File: src/rtl/mmss_pkg.sv
// Shared types, digit-select codes and limits for the MM:SS timer.
// The clamp function keeps loaded digits inside their legal BCD range.
package mmss_pkg;

  typedef logic [3:0] bcd_t;

  localparam logic [1:0] SEL_MIN_L = 2'd0;
  localparam logic [1:0] SEL_MIN_R = 2'd1;
  localparam logic [1:0] SEL_SEC_L = 2'd2;
  localparam logic [1:0] SEL_SEC_R = 2'd3;

  localparam bcd_t SEC_L_MAX = 4'd5;
  localparam bcd_t DIGIT_MAX = 4'd9;

  function automatic bcd_t clamp_digit(input logic [1:0] sel, input bcd_t val);
    bcd_t lim_v;
    if (sel == SEL_SEC_L) begin
      lim_v = SEC_L_MAX;
    end else begin
      lim_v = DIGIT_MAX;
    end
    return (val > lim_v) ? lim_v : val;
  endfunction

endpackage

File: src/rtl/tick_prescaler.sv
// Free-running 0..DIV-1 divider that holds while disabled; step is
// asserted during the terminal count so the consumer updates on that edge.
module tick_prescaler #(
  parameter int DIV = 10
) (
  input  logic clk,
  input  logic rst,
  input  logic clr,
  input  logic en,
  output logic step
);

  localparam int CW = (DIV > 2) ? $clog2(DIV) : 1;
  localparam logic [CW-1:0] LAST = CW'(DIV - 1);
  localparam logic [CW-1:0] ONE  = CW'(1);
  localparam logic [CW-1:0] ZERO = CW'(0);

  logic [CW-1:0] cnt_r;

  assign step = en && (cnt_r == LAST);

  // Divider count: clear wins, otherwise advance and roll only while enabled.
  always_ff @(posedge clk or posedge rst) begin
    if (rst) begin
      cnt_r <= ZERO;
    end else if (clr) begin
      cnt_r <= ZERO;
    end else if (en) begin
      if (cnt_r == LAST) begin
        cnt_r <= ZERO;
      end else begin
        cnt_r <= cnt_r + ONE;
      end
    end else begin
      cnt_r <= cnt_r;
    end
  end

endmodule

File: src/rtl/mmss_timer.sv
// BCD MM:SS up/down timer with pause, per-digit load and clear.
// All outputs are registered; status pulses coincide with the digit update.
module mmss_timer
  import mmss_pkg::*;
#(
  parameter int CLK_HZ  = 100_000_000,
  parameter int TICK_HZ = 1,
  parameter int WRAP    = 1
) (
  input  logic       clk,
  input  logic       rst,
  input  logic       clr,
  input  logic       run,
  input  logic       dir,
  input  logic       ld,
  input  logic [1:0] ld_sel,
  input  logic [3:0] ld_val,
  output logic [3:0] min_l,
  output logic [3:0] min_r,
  output logic [3:0] sec_l,
  output logic [3:0] sec_r,
  output logic       tick,
  output logic       zero,
  output logic       done,
  output logic       ovf
);

  localparam int DIV = CLK_HZ / TICK_HZ;

  bcd_t min_l_r, min_r_r, sec_l_r, sec_r_r;
  bcd_t min_l_s, min_r_s, sec_l_s, sec_r_s;
  logic tick_r, zero_r, done_r, ovf_r;
  logic tick_s, done_s, ovf_s;
  logic step_s, at_max_s, at_zero_s, nxt_zero_s;

  tick_prescaler #(.DIV(DIV)) u_prescaler (
    .clk  (clk),
    .rst  (rst),
    .clr  (clr),
    .en   (run),
    .step (step_s)
  );

  assign at_max_s  = (min_l_r == DIGIT_MAX) && (min_r_r == DIGIT_MAX) &&
                     (sec_l_r == SEC_L_MAX) && (sec_r_r == DIGIT_MAX);
  assign at_zero_s = (min_l_r == 4'd0) && (min_r_r == 4'd0) &&
                     (sec_l_r == 4'd0) && (sec_r_r == 4'd0);
  assign nxt_zero_s = (min_l_s == 4'd0) && (min_r_s == 4'd0) &&
                      (sec_l_s == 4'd0) && (sec_r_s == 4'd0);

  // Next digits and pulses; priority is clear, then load, then count step.
  always_comb begin
    min_l_s = min_l_r;
    min_r_s = min_r_r;
    sec_l_s = sec_l_r;
    sec_r_s = sec_r_r;
    tick_s  = 1'b0;
    done_s  = 1'b0;
    ovf_s   = 1'b0;
    if (clr) begin
      min_l_s = 4'd0;
      min_r_s = 4'd0;
      sec_l_s = 4'd0;
      sec_r_s = 4'd0;
    end else if (ld) begin
      case (ld_sel)
        SEL_MIN_L: min_l_s = clamp_digit(ld_sel, ld_val);
        SEL_MIN_R: min_r_s = clamp_digit(ld_sel, ld_val);
        SEL_SEC_L: sec_l_s = clamp_digit(ld_sel, ld_val);
        SEL_SEC_R: sec_r_s = clamp_digit(ld_sel, ld_val);
        default:   min_l_s = min_l_r;
      endcase
    end else if (step_s && !dir) begin
      tick_s = 1'b1;
      if (at_max_s) begin
        ovf_s = 1'b1;
        if (WRAP != 0) begin
          min_l_s = 4'd0;
          min_r_s = 4'd0;
          sec_l_s = 4'd0;
          sec_r_s = 4'd0;
        end else begin
          min_l_s = min_l_r;
        end
      end else if (sec_r_r != DIGIT_MAX) begin
        sec_r_s = sec_r_r + 4'd1;
      end else begin
        sec_r_s = 4'd0;
        if (sec_l_r != SEC_L_MAX) begin
          sec_l_s = sec_l_r + 4'd1;
        end else begin
          sec_l_s = 4'd0;
          if (min_r_r != DIGIT_MAX) begin
            min_r_s = min_r_r + 4'd1;
          end else begin
            min_r_s = 4'd0;
            min_l_s = min_l_r + 4'd1;
          end
        end
      end
    end else if (step_s && dir && !at_zero_s) begin
      tick_s = 1'b1;
      if (sec_r_r != 4'd0) begin
        sec_r_s = sec_r_r - 4'd1;
      end else begin
        sec_r_s = DIGIT_MAX;
        if (sec_l_r != 4'd0) begin
          sec_l_s = sec_l_r - 4'd1;
        end else begin
          sec_l_s = SEC_L_MAX;
          if (min_r_r != 4'd0) begin
            min_r_s = min_r_r - 4'd1;
          end else begin
            min_r_s = DIGIT_MAX;
            min_l_s = min_l_r - 4'd1;
          end
        end
      end
      done_s = nxt_zero_s;
    end else begin
      min_l_s = min_l_r;
    end
  end

  // Registered digits and status so nothing reaches the outputs combinationally.
  always_ff @(posedge clk or posedge rst) begin
    if (rst) begin
      min_l_r <= 4'd0;
      min_r_r <= 4'd0;
      sec_l_r <= 4'd0;
      sec_r_r <= 4'd0;
      tick_r  <= 1'b0;
      done_r  <= 1'b0;
      ovf_r   <= 1'b0;
      zero_r  <= 1'b1;
    end else begin
      min_l_r <= min_l_s;
      min_r_r <= min_r_s;
      sec_l_r <= sec_l_s;
      sec_r_r <= sec_r_s;
      tick_r  <= tick_s;
      done_r  <= done_s;
      ovf_r   <= ovf_s;
      zero_r  <= nxt_zero_s;
    end
  end

  assign min_l = min_l_r;
  assign min_r = min_r_r;
  assign sec_l = sec_l_r;
  assign sec_r = sec_r_r;
  assign tick  = tick_r;
  assign zero  = zero_r;
  assign done  = done_r;
  assign ovf   = ovf_r;

endmodule

File: config.mk
export PLATFORM = sky130hd
export DESIGN_NAME = mmss_timer
export DESIGN_NICKNAME = d
export VERILOG_FILES = /design/src/rtl/mmss_pkg.sv /design/src/rtl/tick_prescaler.sv /design/src/rtl/mmss_timer.sv
export SDC_FILE = /design/constraint.sdc
export NUM_CORES = 1
export LEC_CHECK = 0
export ABC_AREA = 1
export BUFFER_PORTS_ARGS = -buffer_cell sky130_fd_sc_hd__buf_4
export CAP_MARGIN = 20
export CORE_ASPECT_RATIO = 2
export CORE_MARGIN = 2
export CORE_UTILIZATION = 40
export DETAILED_ROUTE_END_ITERATION = 8
export GPL_TIMING_DRIVEN = 0
export PLACE_DENSITY_LB_ADDON = 0.08
export SLEW_MARGIN = 10
export SYNTH_ARGS = -nofsm -noshare
export SYNTH_HDL_FRONTEND = slang
export SYNTH_HIERARCHICAL = 1
export SYNTH_SLANG_ARGS = --single-unit
File: constraint.sdc
create_clock -name clk -period 2.45 [get_ports clk]
set_input_delay 0.3675 -clock clk [delete_from_list [all_inputs] [get_ports clk]]
set_output_delay 0.3675 -clock clk [all_outputs]
set_load 0.05 [all_outputs]
==> impl_metrics.tcl, run 1 <==
set metrics [dict create \
    viasPerCell 5.152 \
    avgSynthCellArea_um2 6.291 \
    layout.nets 773 \
    place_congestion 0.9360 \
    start_kind "flip-flop" \
    yosysSeqAreaShare_pct 27.85 \
    synthArstFlopShare_pct 100.0 \
    die_y_um 149.4 \
    grt_pass1_vias 4606 \
    core.rowCount 53 \
    endpoint_kind "flip-flop" \
    start_util_pct 40.61 \
    num_antenna_cells 0 \
    chipWidth_um 76.70 \
    netlist_instances 672 \
    busiest_layer "met2" \
    cap_violations 0 \
    slew_headroom_pct 42.39 \
    peakVddDrop_v 0.0006108 \
    met2_usage_pct 54.17 \
    synth_edf_count 0 \
    fin_crit_sh_pct 99.86 \
    synth_top_area_share_pct 27.23 \
    synth_area_leaders "dfrtp_1 (27%), nand2_1 (19%), inv_1 (8.0%)" \
    worstReg2RegEnd "done$_DFF_PP0_" \
    cts.clk_slew.worst_paths_ps 70 \
    ys_types 38 \
    drtPass1Iterations 5 \
    wl_per_cell_um 16.54 \
    layout-area-overhead-vs-synth_pct 26.10 \
    clockBufferDepth 2 \
    routed_wl_um 14610 \
    rsz0062_at_grt "true" \
    dp_hpwl_um 11650 \
    status "completed" \
    hold_path.class "input pin to async pin" \
    tightest_slew_ps 863.2 \
    gr-total-overflow 0 \
    power_leakage_uw 0.002766 \
    clock-root-buffer "clkbuf_16" \
    grt.met3_usage_pct 1.998 \
    final_hold_viol_count 0 \
    clock_latency_ps 290 \
    path_max_fanout 8 \
    h-tree-depth 2 \
    cts_buffers 5 \
    worstPathRequired_ps 2680 \
    finalWorstSetupSlack_ps 3.491 \
    clock-skew-final_ps 3.162 \
    setup_violations 0 \
    cts_hold_buf 0 \
    syn_nets 700 \
    worstSetupPathType "flip-flop to flip-flop" \
    drt_iter0_markers 213 \
    dieArea_um2 11460 \
    r2r_cells 19 \
    drc 0 \
    grt_usage_pct 26.29 \
    reg2reg_from "u_prescaler/cnt_r[9]$_DFFE_PP0P_" \
    yosys_register_bits 47 \
    grtUsageMet1_pct 22.92 \
    ios 32 \
    synth_area_leader_cell "dfrtp_1" \
    synth_area_um2 4228 \
    pre_cts_slack_ps -680.2 \
    fmax_ghz 0.4087 \
    yosys_warnings 6 \
    io_buffers 31 \
    cts_tree "done" \
    ant_nets 0 \
    num_vias 4549 \
    r2r_slack_ps 3 \
    grt_pass1_wl_um 23070 \
    grt_max_degree 21 \
    antenna_found_initial 0 \
    timing.final.max_slew_violations 0 \
    pwr_density_cell_nw_per_um2 422.3 \
    critPathArrivalTime_ps 2680 \
    setup-tns-final_ps 0 \
    layout_min_cycle_time_ps 2447 \
    synth-main-ff-cell "dfrtp_1" \
    core_area_um2 10410 \
    layout-drive-gt1-share_pct 24.93 \
    clock-sinks 47 \
]
==> power by group <==
| group | leakage [uW] | switching (uW) | internal (uW) |
|---|---|---|---|
| registers | 0.000629 | 44.2 | 799 |
| clock network | 0.0000868 | 303 | 508 |
| logic | 0.00205 | 402 | 195 |
| total | 0.00277 | 750 | 1500 |
==> how the worst max path moves through the flow <==
| stage | start | to | slack [ps] |
|---|---|---|---|
| 2_1_floorplan | u_prescaler/cnt_r[1]$_DFFE_PP0P_ | done$_DFF_PP0_ | 80 |
| 3_3_place_gp | u_prescaler/cnt_r[0]$_DFFE_PP0P_ | done$_DFF_PP0_ | -680 |
| 3_5_place_dp | u_prescaler/cnt_r[0]$_DFFE_PP0P_ | done$_DFF_PP0_ | -680 |
| 4_1_cts | u_prescaler/cnt_r[0]$_DFFE_PP0P_ | done$_DFF_PP0_ | 10 |
| 5_1_grt | u_prescaler/cnt_r[9]$_DFFE_PP0P_ | done$_DFF_PP0_ | -170 |
| 6_report | u_prescaler/cnt_r[9]$_DFFE_PP0P_ | done$_DFF_PP0_ | 3 |
==> through the flow <==
| step | area [um2] | hold slack [ps] | power, uW | std cells | util (%) |
|---|---|---|---|---|---|
| after floorplan | 4228 | 330.6 | 1234 | 672 | - |
| final | 5331 | 156.8 | 2252 | 883 | 51.21 |
| after CTS | 5209 | 179.4 | 2265 | 874 | 50.03 |
| after global routing | 5331 | 200.3 | 2363 | 883 | 51.21 |
| after detailed placement | 4659 | 493.0 | 1409 | 841 | 44.75 |
| after global placement | 4632 | 510.5 | 1395 | 840 | 44.49 |
==> placed cells by master, fill, tap and decap left out, types with 3 or more instances in the layout <==
cell type / Yosys / final
clkinv_1: 4 / 3
xnor2_1: 5 / 5
nor2_1: 67 / 62
nand2_4: 3 / 4
nor2_4: 5 / 10
nand2_1: 215 / 200
buf_4: 3 / 66
nor3_1: 10 / 10
nand2_2: 7 / 21
a31oi_1: 6 / 6
nand3_2: 3 / 5
nand3_4: 2 / 3
nor2_2: 21 / 21
nand4_1: 15 / 15
o21ai_0: 23 / 23
ha_1: 16 / 13
inv_2: 11 / 16
a21oi_1: 25 / 24
xor2_1: 7 / 7
nand3_1: 58 / 55
inv_4: 0 / 3
nand3b_1: 5 / 5
o21ai_1: 4 / 3
dfrtp_2: 0 / 6
clkbuf_16: 0 / 6
dfrtp_1: 46 / 40
buf_6: 2 / 3
inv_1: 90 / 82
==> worst max-delay path, stage by stage, from the launching register on <==
cell	delay, ps
dfrtp_1	400
inv_1	90
nand2_2	70
nor2_2	130
nand2_1	100
nor2_4	110
nand2_2	70
nor2_4	140
nand2_2	100
inv_4	90
buf_8	130
nand4_1	130
nand2_2	120
nand3b_1	110
nand2_1	60
nand2_1	90
nand3_2	110
nor2_2	140
nand3_2	90
nor2_2	80
==> layout make-up <==
class / instances / area, um2
buffer: 11 / 132.6
clock buffer: 6 / 138.9
clock inverter: 2 / 35.03
fill: 1112 / 5080
inverter: 106 / 411.6
multi-input combinational: 507 / 2699
sequential: 47 / 1185
tap: 137 / 171.4
timing repair buffer: 67 / 558.0
==> synthesized netlist by cell type (4+ instances only) <==
master and count:
nor2_1 67, nand2_2 7, ha_1 16, nor2_4 5, inv_1 90, nand3_1 58
o21ai_1 4, o21ai_0 23, nand2_1 215, nand4_1 15, xnor2_1 5, nor3_1 10
clkbuf_1 4, clkinv_1 4, nor2_2 21, a31oi_1 6, dfrtp_1 46, inv_2 11
xor2_1 7, nand3b_1 5, a21oi_1 25
==> per-layer routing <==
metal  part of all wire, %  vias to the layer above
met1                    32                     2094
met4                   7.7                        0
met3                   2.7                       59
li1                      -                     2266
met2                    58                      130
met5                     0                        -
==> sequential cells by signal (all words and copies together), names as in the netlist <==
register	flops
u_prescaler/cnt_r	27
min_l	4
min_r	4
sec_l	4
sec_r	4
done	1
ovf	1
tick	1
zero	1
==> cell families after synthesis <==
kind of cell               synth area share, %
and+or+nand+nor                          44.92
buffers and inverters                    11.66
AOI/OAI and AO/OA                        8.346
DFF                                      27.85
adders and majority gates                4.735
xor gates and xnor gates                 2.486
==> what timing repair did <==
| item | CTS | global route |
|---|---|---|
| setup endpoints to repair | 20 | 7 |
| pin swaps | 13 | 6 |
| setup buffers | 24 | 9 |
| resized for setup | 47 | 23 |
| cloned | 2 | 0 |
No activity file was read; power rests on OpenSTA's default activity.
==> run 2: changes to the inputs <==
--- a/config.mk
+++ b/config.mk
@@ -12,8 +12,10 @@
 export CORE_MARGIN = 2
 export CORE_UTILIZATION = 40
 export DETAILED_ROUTE_END_ITERATION = 8
+export GPL_ROUTABILITY_DRIVEN = 0
 export GPL_TIMING_DRIVEN = 0
 export PLACE_DENSITY_LB_ADDON = 0.08
+export REMOVE_ABC_BUFFERS = 1
 export SLEW_MARGIN = 10
 export SYNTH_ARGS = -nofsm -noshare
 export SYNTH_HDL_FRONTEND = slang
==> run 2 against run 1 <==
  * The flow now finishes with violations (negative setup slack)
  * Count of clock-buffer cells in the layout unchanged
  * Maximum frequency decreased by 6.2%
  * Combinational power decreased by 6.2%
  * Non-clock buffer count decreased by 6
  * Die area unchanged
  * First-iteration DRC count increased by 4.7%
  * Via count about the same
  * Critical endpoint unchanged
  * Largest cell class unchanged
  * Largest power group is now clock
==> impl_metrics.tcl, run 2 (same netlist as run 1, synthesis figures left out) <==
set metrics [dict create \
    ios 32 \
    fmax_ghz 0.3835 \
    worstPathRequired_ps 2640 \
    layout_commonest_cell "nand2_1" \
    ant_nets 0 \
    p_total_uw 2303 \
    largest-register "u_prescaler/cnt_r" \
    layout.nets 769 \
    clock-skew-final_ps 9.384 \
    num_vias 4553 \
    h-tree-depth 2 \
    status "finished with violations" \
    path_max_fanout 7 \
    violations "negative setup slack" \
    drc 0 \
    io_buffers 31 \
    rsz0062_at_grt "true" \
    fin_area_um2 5299 \
    tightest_slew_ps 820.6 \
    peakVddDrop_v 0.0003856 \
    drtPass1Iterations 5 \
    chipWidth_um 76.70 \
    routed_wl_um 13910 \
    timing.final.max_slew_violations 0 \
    grt_usage_pct 24.60 \
    fin_crit_sh_pct 106.4 \
    endpoint_kind "flip-flop" \
    clock_latency_ps 290 \
    viasPerCell 5.180 \
    core_area_um2 10410 \
    cts_tree "done" \
    cap_violations 0 \
    start_kind "flip-flop" \
    largest_reg_flops 27 \
    layout_min_cycle_time_ps 2607 \
    clock-sinks 47 \
    pwr_density_cell_nw_per_um2 434.6 \
    drt_iter0_markers 223 \
    dp_hpwl_um 10460 \
    clockBufferDepth 2 \
    grt_pass1_wl_um 21770 \
    worstSetupPathType "flip-flop to flip-flop" \
    cts.clk_slew.worst_paths_ps 70 \
    dieArea_um2 11460 \
    grt_pass1_vias 4515 \
    clock-root-buffer "clkbuf_16" \
    finalWorstSetupSlack_ps -157.4 \
    cts_buffers 5 \
    mostFrequentLayoutCells "nand2_1 (202), inv_1 (82), buf_4 (61), nor2_1 (60), nand3_1 (55)" \
    layout-drive-gt1-share_pct 24.66 \
    dpl-instance-area_um2 4569 \
    gr-total-overflow 0 \
    num_antenna_cells 0 \
    start_util_pct 40.61 \
    die_y_um 149.4 \
    setup_violations 2 \
    cts_hold_buf 0 \
    layout-area-overhead-vs-synth_pct 25.33 \
    critPathArrivalTime_ps 2800 \
    wl_per_cell_um 15.82 \
    slew_headroom_pct 45.24 \
    power_leakage_uw 0.002725 \
    grt_max_degree 21 \
    final_hold_viol_count 0 \
    antenna_found_initial 0 \
    hold_path.class "input pin to async pin" \
    core.rowCount 53 \
]
## run 2: cell types whose count changed in the layout (fill, tap and decap cells not counted), sizes merged
cell	before	now
clkbuf	10	6
clkinvlp	0	4
clkinv	6	4
buf	73	72
bufbuf	1	0
bufinv	1	2
inv	101	100
## run 2: cell type report
cell class | instances | area, um2
fill | 1096 | 5112
multi-input combinational | 507 | 2726
sequential | 47 | 1184
timing repair buffer | 72 | 598.1
inverter | 106 | 415.4
tap | 137 | 171.4
clock buffer | 6 | 128.9
clock inverter | 2 | 60.06
timing repair inverter | 2 | 15.01
## run 2: per-layer routing
metal / global-route usage [%] / part of all wire (%)
met1: 21.25 / 33
met2: 49.17 / 57
met3: 2.421 / 2.0
met4: 19.91 / 8.2
met5: 0 / 0
## run 2: worst paths after layout
path                            slack [ps]                                 to                              start  cells after the start
worst min-delay path                   170   u_prescaler/cnt_r[0]$_DFFE_PP0P_                                rst                      2
max in group asynchronous             1700                     done$_DFF_PP0_                                rst                      2
worst min register to register         560  u_prescaler/cnt_r[23]$_DFFE_PP0P_  u_prescaler/cnt_r[23]$_DFFE_PP0P_                      2
worst max register to register        -160                     done$_DFF_PP0_  u_prescaler/cnt_r[17]$_DFFE_PP0P_                     21
worst max-delay path                  -160                     done$_DFF_PP0_  u_prescaler/cnt_r[17]$_DFFE_PP0P_                     21
min in group clk                       370   u_prescaler/cnt_r[0]$_DFFE_PP0P_                                run                      3
## run 2: report_power, final
| group | internal (uW) | leakage, uW | switching [uW] |
|---|---|---|---|
| sequential | 799 | 0.000630 | 46.0 |
| clock | 586 | 0.0000911 | 312 |
| combinational | 177 | 0.00200 | 383 |
## run 2: timing repair
action	in CTS	in global routing
endpoints found under the setup margin	20	15
hold endpoints to repair	0	0
buffers inserted	39	7
pin swaps	19	21
cloned	2	0
resized for setup	50	24
## run 2: critical path: stages, from the launching register on
cell	delay (ps)
dfrtp_2	470
inv_2	70
nand2_2	50
nor2_2	110
nand2_1	70
nor2_2	140
nand2_4	80
nor2_4	90
inv_2	50
nor2_4	200
clkinvlp_4	230
buf_6	180
o31ai_2	180
inv_1	60
nand2_1	70
nand2_1	70
nand2_1	80
clkinv_2	70
nand2_2	80
nor2_4	50
nand3_2	80
nor2_2	30
## run 2: per-stage QoR
step	TNS [ps]	util, %	worst slack, ps	hold slack (ps)	instances
floorplan	-1211	-	-399.0	330.6	660
global placement	-19140	43.62	-1525	537.5	828
CTS	-375.0	50.25	-147.6	176.9	877
global route	-561.3	50.90	-294.5	204.7	879
finish	-279.0	50.90	-157.4	166.2	879
detailed placement	-19090	43.89	-1532	494.0	829
